`src/rtl/dmem_bridge.sv`:
```
// Bridges the core data port onto a request/acknowledge memory bus.
// One access at a time: IDLE -> REQ -> DONE. A read that gets no acknowledge in time returns zero and raises err_o.
module dmem_bridge #(
  parameter int unsigned TIMEOUT = 16
) (
  input  logic        clk,
  input  logic        rst_n,
  input  logic        core_ce_i,
  input  logic        core_we_i,
  input  logic [31:0] core_addr_i,
  input  logic [31:0] core_wdata_i,
  output logic [31:0] core_rdata_o,
  output logic        mem_stall_req_o,
  output logic        bus_req_o,
  output logic        bus_we_o,
  output logic [31:0] bus_addr_o,
  output logic [31:0] bus_wdata_o,
  input  logic        bus_ack_i,
  input  logic [31:0] bus_rdata_i,
  output logic        err_o
);

  typedef enum logic [1:0] {
    ST_IDLE = 2'b00,
    ST_REQ  = 2'b01,
    ST_DONE = 2'b10
  } state_e;

  localparam logic [7:0] WAIT_LAST = 8'(TIMEOUT - 32'd1);

  state_e      state_q, state_d;
  logic        we_q, we_d;
  logic [31:0] addr_q, addr_d;
  logic [31:0] wdata_q, wdata_d;
  logic [31:0] rdata_q, rdata_d;
  logic [7:0]  wait_q, wait_d;
  logic        err_q, err_d;
  logic        accept_s;
  logic        timeout_s;

  function automatic logic misaligned(input logic [31:0] addr);
    return (addr[1:0] != 2'b00);
  endfunction

  assign accept_s  = (state_q == ST_IDLE) && core_ce_i;
  assign timeout_s = (state_q == ST_REQ) && !bus_ack_i && (wait_q == WAIT_LAST);

  // State register
  always_ff @(posedge clk) begin
    if (rst_n) begin
      state_q <= ST_IDLE;
    end else begin
      state_q <= state_d;
    end
  end

  // Next-state logic; DONE deliberately ignores the still-held core request
  always_comb begin
    state_d = state_q;
    case (state_q)
      ST_IDLE: begin
        if (core_ce_i) begin
          state_d = ST_REQ;
        end else begin
          state_d = ST_IDLE;
        end
      end
      ST_REQ: begin
        if (bus_ack_i || timeout_s) begin
          state_d = ST_DONE;
        end else begin
          state_d = ST_REQ;
        end
      end
      ST_DONE: state_d = ST_IDLE;
      default: state_d = ST_IDLE;
    endcase
  end

  // Output decode
  always_comb begin
    bus_req_o       = 1'b0;
    mem_stall_req_o = 1'b0;
    case (state_q)
      ST_IDLE: mem_stall_req_o = core_ce_i;
      ST_REQ: begin
        bus_req_o       = 1'b1;
        mem_stall_req_o = 1'b1;
      end
      ST_DONE: begin
        bus_req_o       = 1'b0;
        mem_stall_req_o = 1'b0;
      end
      default: begin
        bus_req_o       = 1'b0;
        mem_stall_req_o = 1'b0;
      end
    endcase
  end

  // Datapath next values: request latch, wait counter, read data, sticky error
  always_comb begin
    we_d    = we_q;
    addr_d  = addr_q;
    wdata_d = wdata_q;
    rdata_d = rdata_q;
    wait_d  = wait_q;
    err_d   = err_q;
    if (accept_s) begin
      we_d    = core_we_i;
      addr_d  = core_addr_i;
      wdata_d = core_wdata_i;
      wait_d  = 8'd0;
      if (misaligned(core_addr_i)) begin
        err_d = 1'b1;
      end else begin
        err_d = err_q;
      end
    end else if (state_q == ST_REQ) begin
      // An acknowledge in the last wait cycle wins over the timeout
      if (bus_ack_i) begin
        if (!we_q) begin
          rdata_d = bus_rdata_i;
        end else begin
          rdata_d = rdata_q;
        end
      end else if (timeout_s) begin
        err_d = 1'b1;
        if (!we_q) begin
          rdata_d = 32'h0000_0000;
        end else begin
          rdata_d = rdata_q;
        end
      end else begin
        wait_d = wait_q + 8'd1;
      end
    end else begin
      wait_d = wait_q;
    end
  end

  // Datapath registers
  always_ff @(posedge clk) begin
    if (rst_n) begin
      we_q    <= 1'b0;
      addr_q  <= 32'h0000_0000;
      wdata_q <= 32'h0000_0000;
      rdata_q <= 32'h0000_0000;
      wait_q  <= 8'd0;
      err_q   <= 1'b0;
    end else begin
      we_q    <= we_d;
      addr_q  <= addr_d;
      wdata_q <= wdata_d;
      rdata_q <= rdata_d;
      wait_q  <= wait_d;
      err_q   <= err_d;
    end
  end

  assign bus_we_o     = we_q;
  assign bus_addr_o   = {addr_q[31:2], 2'b00};
  assign bus_wdata_o  = wdata_q;
  assign core_rdata_o = rdata_q;
  assign err_o        = err_q;

  dmem_bridge_chk u_chk (
    .clk             (clk),
    .rst_n           (rst_n),
    .bus_req_o       (bus_req_o),
    .mem_stall_req_o (mem_stall_req_o),
    .bus_we_o        (bus_we_o),
    .bus_addr_o      (bus_addr_o),
    .bus_wdata_o     (bus_wdata_o)
  );

endmodule

// Protocol properties of the bridge outputs.
module dmem_bridge_chk (
  input logic        clk,
  input logic        rst_n,
  input logic        bus_req_o,
  input logic        mem_stall_req_o,
  input logic        bus_we_o,
  input logic [31:0] bus_addr_o,
  input logic [31:0] bus_wdata_o
);

  a_req_stalls: assert property (@(posedge clk) disable iff (rst_n)
    bus_req_o |-> mem_stall_req_o);

  a_req_stable: assert property (@(posedge clk) disable iff (rst_n)
    (bus_req_o && $past(bus_req_o)) |->
      ($stable(bus_addr_o) && $stable(bus_wdata_o) && $stable(bus_we_o)));

endmodule

```
`config.mk`:
```
export PLATFORM = sky130hd
export DESIGN_NAME = dmem_bridge
export DESIGN_NICKNAME = d
export VERILOG_FILES = /design/src/rtl/dmem_bridge.sv
export SDC_FILE = /design/constraint.sdc
export NUM_CORES = 1
export LEC_CHECK = 0
export ABC_AREA = 1
export CAP_MARGIN = 20
export CORE_MARGIN = 2
export CORE_UTILIZATION = 30
export DETAILED_ROUTE_END_ITERATION = 6
export PLACE_DENSITY = 0.74
export SLEW_MARGIN = 10
export SYNTH_ARGS = -nofsm -noshare
export SYNTH_HDL_FRONTEND = slang
export SYNTH_SLANG_ARGS = --single-unit
```
`constraint.sdc`:
```
create_clock -name clk -period 1.35 [get_ports clk]
set_input_delay 0.27 -clock clk [delete_from_list [all_inputs] [get_ports clk]]
set_output_delay 0.27 -clock clk [all_outputs]
set_load 0.05 [all_outputs]
```
---- After elaboration in Yosys (flattened, before gate mapping) ----
Index checks and enable logic that the tools add are counted.
word-level totals
  logic and storage cells ................. 44
  flip-flop bits (word level) ............. 108
  input port bits ......................... 101
cells by class
  multiplexer cells ....................... 14
  equality and inequality tests ........... 4
  bitwise gates (word level) .............. 4
  reductions and logical operators ........ 14
  add/sub/neg operators ................... 1
operator list
  operator             number
  $mux 32              4
  $add 8x1->8 const B  1
  $eq 8x4->1 const B   1
  $reduce_and 4->1     2
  $reduce_bool 2->1    4
  $mux 1               7
  $ne 2x1->1 const B   2
  $not 1->1            4
  $pmux 2 s2           1
  $logic_and 1x1->1    3
  $reduce_and 3->1     1
  $eq 2x1->1 const B   1
  $logic_not 2->1      1
  $mux 2               1
  $pmux 1 s2           1
  $reduce_or 2->1      1
  $logic_not 1->1      1
  $logic_or 1x1->1     1

---- Logic depth before layout (Yosys ltp) ----
Gate-level depths: netlist (run 1).
  depth in word-level cells ............... 7
  gate-level depth with buffers ........... 9
  depth with buffers taken out ............ 8

---- Worst setup path after synthesis (run 1) ----
OpenSTA, ideal clock, no wires.
  kind .................................... register to output
  start ................................... register state_q[1]
  end ..................................... output port mem_stall_req_o
  cell stages (with the launch flop) ...... 6
  arrival time ............................ 1340 ps
  required time ........................... 1080 ps
  slack ................................... -260 ps
  buffers on the path ..................... 2
  cells stage by stage .................... dfxtp_1 nor3b_4 inv_2 buf_6 buf_6 nand2_1
between the ends
  word-level cells in the longest chain between the ends .. 2
  elaborated cells between the ends (all ways) .. 3
  those cells by class .................... 1 x eq/ne; 1 x mux; 1 x reduce/logical
RTL lines
  what                                           RTL line  RTL
  start, declared                                31        state_e state_q, state_d;
  start signal, assigned                         53        state_q <= state_d;
  $eq 2x1->1 or $logic_not 2->1 (tied branches)  84        case (state_q)
  $pmux 1 s2 *                                   84
  end, declared                                  13        output logic mem_stall_req_o,
Mark *: on every way between the ends. The rest lies on a longest branch, timed or not.

---- Worst setup path in the final report (run 1) ----
  start ................................... register wait_q[0]
  end ..................................... register wait_q[2]
between the ends
  word-level cells in the longest chain between the ends .. 4
  elaborated cells between the ends (all ways) .. 5
  those cells by class .................... 1 x add/sub; 1 x eq/ne; 1 x bitwise; 2 x reduce/logical
RTL lines
  what                                                                 RTL line  RTL
  start, declared                                                      36        logic [7:0] wait_q, wait_d;
  start signal, assigned                                               156       wait_q <= wait_d;
  parallel branches: the longest is 4 deep, another holds $add 8x1->8  n/a
Parallel ways; which one is timed is not known.
A chain may end at the register's enable or synchronous reset.

==> impl_results.md, run 1 <==
- Setup-failing EPs final: 104
- Root Driver: clkbuf_16
- Most frequent cells in the layout: nor2_1, buf_12, dfxtp_1
- Final Hold Viols: 0
- I/O pin total: 201
- Post-CTS Hold Buffers: 0
- Remaining DRCs: 0
- Initial Util: 30.64%
- Area leader, netlist: dfxtp_1
- Final period utilization: 119.9%
- Syn-to-layout area delta: 112.9%
- Yosys warnings: 0
- CP required: 1.64 ns
- RSZ-0062 raised after global routing: true
- Initial antenna violation count: 0
- Fmax: 618.0 MHz
- Gr usage total: 19.05%
- Hold Path Class: in -> reg
- IR drop worst, VDD: 0.6399 mV
- H-Tree Level Count: 3
- Total power draw: 9594 µW
- Skew final: 0.008025 ns
- Clock slew at reported path FFs: 0.08 ns
- Vias in the first global route: 4475
- Iteration count of the initial detailed-routing pass: 5
- Seq/Total Area, Yosys: 49.90%
- Crit path cell chain: ha_4, buf_6, nand2_4, nor2_4, nand3_4, buf_4, buf_6, nand3_4, buf_6, nand2_1, a21oi_1
- Status: complete, but fails checks
- Setup WS post-layout: -0.2681 ns
- Top cell by count, worst path: buf_6
- Clk sinks: 106
- Mapped Cells: 569
- Most common cell after layout, fill and taps aside: nor2_1
- Final wirelength: 15800 µm
- Flops & latches, synth: 106
- Critical-path maximum fanout: 5
- Drt via density: 4.681
- Top-area cell type share of the netlist area: 49.90%
- # rows: 43
- Register area: 2128 µm²
- Largest cells by area after synthesis: dfxtp_1, nor2_1, o21ai_0, nand2_1, nand3_1
- Endpoint class of the critical path: flip-flop
- GP Congestion: 0.7833
- Footprint of the multi-input gates: 2490 µm²
- Max-slew violations: 0
- Final ANT Viol Nets: 0
- Leakage power: 0.003599 µW
- Clk buf depth: 2
- Setup tns final: -13.74 ns
- Fraction of layout cells with a size suffix above 1: 39.18%
- Max-Cap Viols: 0
- Fin util: 65.22%
- Syn avg cell area: 7.474 µm²
- TritonCTS clock tree: done
- Ant diodes: 0
- Die span in y: 123.1 µm
- CP delay by family, top: buffers and inverters
- Power per cell area: 1060 nW/µm²
- Synthesized area: 4253 µm²
- Worst-skew pair later-pin latency: 0.35 ns
- Worst path max stage delay: 0.36 ns
- Dpl hpwl: 9366 µm
- Critical path buffers and inverters: 4
- Netlist cell types: 28
- Largest net degree at the start of global routing: 34
- Global-route wire length before repair: 22380 µm
- Total grt overflow: 0
- Filler cell count: 1035
- Num CTS Buffers: 9
- Port Buffers: 198
- Startpoint types: flip-flop
- Layout Nets: 906
- Slowest library cell on the worst path: dfxtp_2
- Violated checks: setup timing
- Routed len/inst: 15.98 µm
- DIE WIDTH: 123.1 µm
- Vias: 4630
- Min Tclk post-route: 1.618 ns
- Data arrival time of the critical path: 1.91 ns
- Core area: 13880 µm²
- DIE AREA: 15150 µm²
- 1st-iter DRT viols: 202
- Crit Path Category: reg -> reg
## tightest hold or removal path, stage by stage
cell,delay [ns]
clkdlybuf4s50_1,0.40
nor2_1,0.10
nor2_1,0.06
## cell families after synthesis
kind of cell | Yosys count | synth area share (%)
AND/OR/NAND/NOR | 325 | 31.74
buffers and inverters | 52 | 7.090
XOR/XNOR | 5 | 1.030
flip-flops | 106 | 49.90
other | 1 | 0.08818
adder cells (fa/ha/maj) | 1 | 0.2942
AO/OA/AOI/OAI | 79 | 9.856
## power by group
part | switching (µW) | leakage [µW] | internal [µW]
Combinational | 1700 | 0.00258 | 1690
Clock | 1270 | 0.000140 | 1320
Sequential | 258 | 0.000874 | 3360
## final timing paths
| kind | endpoint | start | cells past startpoint | slack [ns] |
|---|---|---|---|---|
| worst max-delay path | wait_q[2]$_SDFFE_PP0P_ | wait_q[0]$_SDFFE_PP0P_ | 11 | -0.27 |
| worst min-delay path | addr_q[4]$_SDFFE_PP0P_ | core_addr_i[4] | 3 | 0.50 |
| worst max register to register | wait_q[2]$_SDFFE_PP0P_ | wait_q[0]$_SDFFE_PP0P_ | 11 | -0.27 |
| worst min register to register | core_rdata_o[9]$_SDFFE_PP0P_ | core_rdata_o[9]$_SDFFE_PP0P_ | 2 | 0.52 |
## through the flow
step           cell area [µm²]  setup slack [ns]  hold slack, ns  instances
6_report                  9052           -0.2681          0.5048        989
5_1_grt                   9052           -0.3547          0.5060        989
4_1_cts                   8406           -0.2424          0.4731        984
3_5_place_dp              7546           -0.4815          0.4972        945
3_3_place_gp              7546           -0.3905          0.4930        945
2_1_floorplan             4265           -0.1068          0.3317        570
## layout make-up
type,count,area share [%]
multi-input cells,413,27.51
clock buffers,10,2.640
clock inverters,6,0.5252
inverters,13,0.6220
repair buffers,261,42.71
flip-flops and latches,106,23.51
well taps,180,2.488
## sequential cells by signal (all words and copies together) (netlist names)
signal,count
state_q,2
wait_q,8
addr_q,30
bus_we_o,1
bus_wdata_o,32
core_rdata_o,32
err_o,1
## routing by layer
metal | vias up | track usage (%) | wire (µm)
met3 | 13 | 7.795 | 1497
li1 | 2267 | - | -
met5 | - | 0 | 0
met4 | 0 | 4.901 | 135
met1 | 2175 | 22.77 | 6460
met2 | 175 | 31.77 | 7709
## cells in the mapped netlist
cell / instances
a21boi_0: 1
nor2_4: 4
o21ai_0: 64
nor2_2: 2
inv_1: 11
nand3_4: 1
inv_2: 2
o21ai_2: 1
xor2_1: 5
conb_1: 1
nand3_1: 33
nand2_1: 82
nand2_2: 2
buf_4: 4
nand4_1: 2
o21bai_2: 1
buf_2: 6
ha_1: 1
buf_6: 11
dfxtp_1: 106
nor3_1: 2
a21oi_4: 1
clkbuf_1: 17
a21oi_1: 11
clkbuf_2: 1
nor2_1: 194
nand3_2: 2
nor3b_4: 1
## timing repair
item | CTS | global route
buffers inserted | 15 | 6
setup endpoints to repair | 75 | 106
gates resized for setup | 86 | 181
pin swaps | 22 | 46
cloned | 9 | 8
(Power assumes the default switching activity.)
==> inputs of run 2 (changes only) <==
--- a/config.mk
+++ b/config.mk
@@ -7,6 +7,7 @@
 export LEC_CHECK = 0
 export ABC_AREA = 1
 export CAP_MARGIN = 20
+export CORE_ASPECT_RATIO = 0.75
 export CORE_MARGIN = 2
 export CORE_UTILIZATION = 30
 export DETAILED_ROUTE_END_ITERATION = 6
==> run 2 against run 1 <==
The run still ends with setup timing left. First-iteration DRC count is 5.9% higher. Largest cell class unchanged. Critical path depth is 4 lower. Combinational power is 11% lower.
==> impl_results.md, run 2 (synthesized netlist as in run 1, its figures left out) <==
- Worst-skew pair later-pin latency: 0.34 ns (was 0.35 ns)
- Die span in y: 107.1 µm (was 123.1 µm)
- Remaining DRCs: 0 (unchanged)
- Final period utilization: 112.0% (was 119.9%)
- Violated checks: setup timing (unchanged)
- GP Congestion: 0.7642 (was 0.7833)
- Min Tclk post-route: 1.512 ns (was 1.618 ns)
- Total power draw: 9054 µW (was 9594 µW)
- Final std cells w/o fill: 984 (was 989)
- Hold_ws: 0.4941 ns (was 0.5048 ns)
- Placed cell count: 941 (was 945)
- Setup-failing EPs final: 39 (was 104)
- Met1 Track Usage GR: 22.34% (was 22.77%)
- Most frequent cells in the layout: nor2_1, buf_12, dfxtp_1 (unchanged)
- Endpoint class of the critical path: output pin (was flip-flop)
- Initial antenna violation count: 0 (unchanged)
- IR drop worst, VDD: 0.6817 mV (was 0.6399 mV)
- Power per cell area: 1078 nW/µm² (was 1060 nW/µm²)
- Most Crowded Layer GR: met2 (unchanged)
- Post-CTS Hold Buffers: 0 (unchanged)
- Vias: 4502 (was 4630)
- Fin area: 8399 µm² (was 9052 µm²)
- Leakage power: 0.003480 µW (was 0.003599 µW)
- Routed len/inst: 14.85 µm (was 15.98 µm)
- CP required: 1.08 ns (was 1.64 ns)
- Syn-to-layout area delta: 97.50% (was 112.9%)
- H-Tree Level Count: 3 (unchanged)
- Core area: 13800 µm² (was 13880 µm²)
- Final wirelength: 14610 µm (was 15800 µm)
- Critical-path maximum fanout: 2 (was 5)
- Final ANT Viol Nets: 0 (unchanged)
- Startpoint types: flip-flop (unchanged)
- Port Buffers: 198 (unchanged)
- Ant diodes: 0 (unchanged)
- Drt via density: 4.575 (was 4.681)
- Clock slew at reported path FFs: 0.07 ns (was 0.08 ns)
- Most common cell after layout, fill and taps aside: nor2_1 (unchanged)
- Crit path cell chain: inv_2, nor2_4, buf_6, inv_4, buf_6, nand2_4, buf_12 (was ha_4, buf_6, nand2_4, nor2_4, nand3_4, buf_4, buf_6, nand3_4, buf_6, nand2_1, a21oi_1)
- Slowest library cell on the worst path: dfxtp_2 (unchanged)
- Area post-placement: 7547 µm² (was 7546 µm²)
- Filler cell count: 1140 (was 1035)
- Dpl hpwl: 9491 µm (was 9366 µm)
- Global-route wire length before repair: 21680 µm (was 22380 µm)
- DIE WIDTH: 141.5 µm (was 123.1 µm)
- Largest net degree at the start of global routing: 52 (was 34)
- Data arrival time of the critical path: 1.24 ns (was 1.91 ns)
- Iteration count of the initial detailed-routing pass: 4 (was 5)
- Footprint of the multi-input gates: 2037 µm² (was 2490 µm²)
- # rows: 37 (was 43)
- Fin util: 60.88% (was 65.22%)
- Top cell by count, worst path: buf_6 (unchanged)
- Setup WS post-layout: -0.1618 ns (was -0.2681 ns)
- Clk sinks: 106 (unchanged)
- Total grt overflow: 0 (unchanged)
- Met3 global-route usage: 8.129% (was 7.795%)
- Num CTS Buffers: 9 (unchanged)
- DIE AREA: 15150 µm² (about the same)
- Vias in the first global route: 4389 (was 4475)
- TritonCTS clock tree: done (unchanged)
- I/O pin total: 201 (unchanged)
- Hold Path Class: in -> reg (unchanged)
- 1st-iter DRT viols: 214 (was 202)
- Final Hold Viols: 0 (unchanged)
- Initial Util: 30.83% (was 30.64%)
- Crit Path Category: reg -> out (was reg -> reg)
- RSZ-0062 raised after global routing: true (unchanged)
- Root Driver: clkbuf_16 (unchanged)
- Skew final: 0.007842 ns (was 0.008025 ns)
- Layout Nets: 906 (unchanged)
- Register area: 2131 µm² (was 2128 µm²)
- Fmax: 661.5 MHz (was 618.0 MHz)
- Fraction of layout cells with a size suffix above 1: 30.41% (was 39.18%)
- M2 GR Usage: 28.40% (was 31.77%)
- Clk buf depth: 2 (unchanged)
- Worst path max stage delay: 0.36 ns (about the same)
- Max-slew violations: 0 (unchanged)
- Status: complete, but fails checks (unchanged)
- Max-Cap Viols: 0 (unchanged)
- Gr usage total: 17.92% (was 19.05%)
[run 2: worst paths after layout]
kind	start	end	slack, ns	cells after the start
setup / recovery	state_q[0]$_SDFF_PP0_	mem_stall_req_o	-0.16	7
hold / removal	core_wdata_i[12]	bus_wdata_o[12]$_SDFFE_PP0P_	0.49	3
setup reg to reg	wait_q[1]$_SDFFE_PP0P_	core_rdata_o[29]$_SDFFE_PP0P_	-0.16	9
hold reg to reg	bus_wdata_o[12]$_SDFFE_PP0P_	bus_wdata_o[12]$_SDFFE_PP0P_	0.50	2
[run 2: cell type report]
cell class,instances,area share [%]
timing repair buffer,261,43.89
sequential,106,25.37
multi-input combinational,413,24.25
clock buffer,11,2.771
tap,175,2.607
inverter,13,0.6405
clock inverter,5,0.4767
[run 2: through the flow]
stage	setup WS (ns)	TNS, ns
after global placement	-0.4010	-29.11
after detailed placement	-0.4676	-31.42
after global routing	-0.2282	-8.017
after CTS	-0.1786	-6.266
after floorplan	-0.1068	-3.240
final	-0.1618	-4.140
[run 2: report_power, final]
part	leakage (µW)	internal (µW)	switching, µW
clock	0.000122	1260	1190
sequential	0.000875	3360	235
combinational	0.00248	1490	1510
total	0.00348	6120	2940
[run 2: timing repair]
item / in CTS / in global routing
pin swaps: 14 / 11
endpoints found under the setup margin: 39 / 107
resized for setup: 32 / 45
endpoints found under the hold margin: 0 / 0
setup buffers: 16 / 3
gates cloned: 3 / 7
[run 2: metal layers]
layer  vias to the layer above  wire [µm]
met2                       156       6720
met5                         -          0
met4                         0        188
met1                      2069       6281
met3                        13       1421
li1                       2264          -
[run 2: critical path: cells and delay by family, from the launching register on]
kind	cells	cell delay, ns
buffers and inverters	5	0.42
flip-flops	1	0.36
AND/OR/NAND/NOR	2	0.13
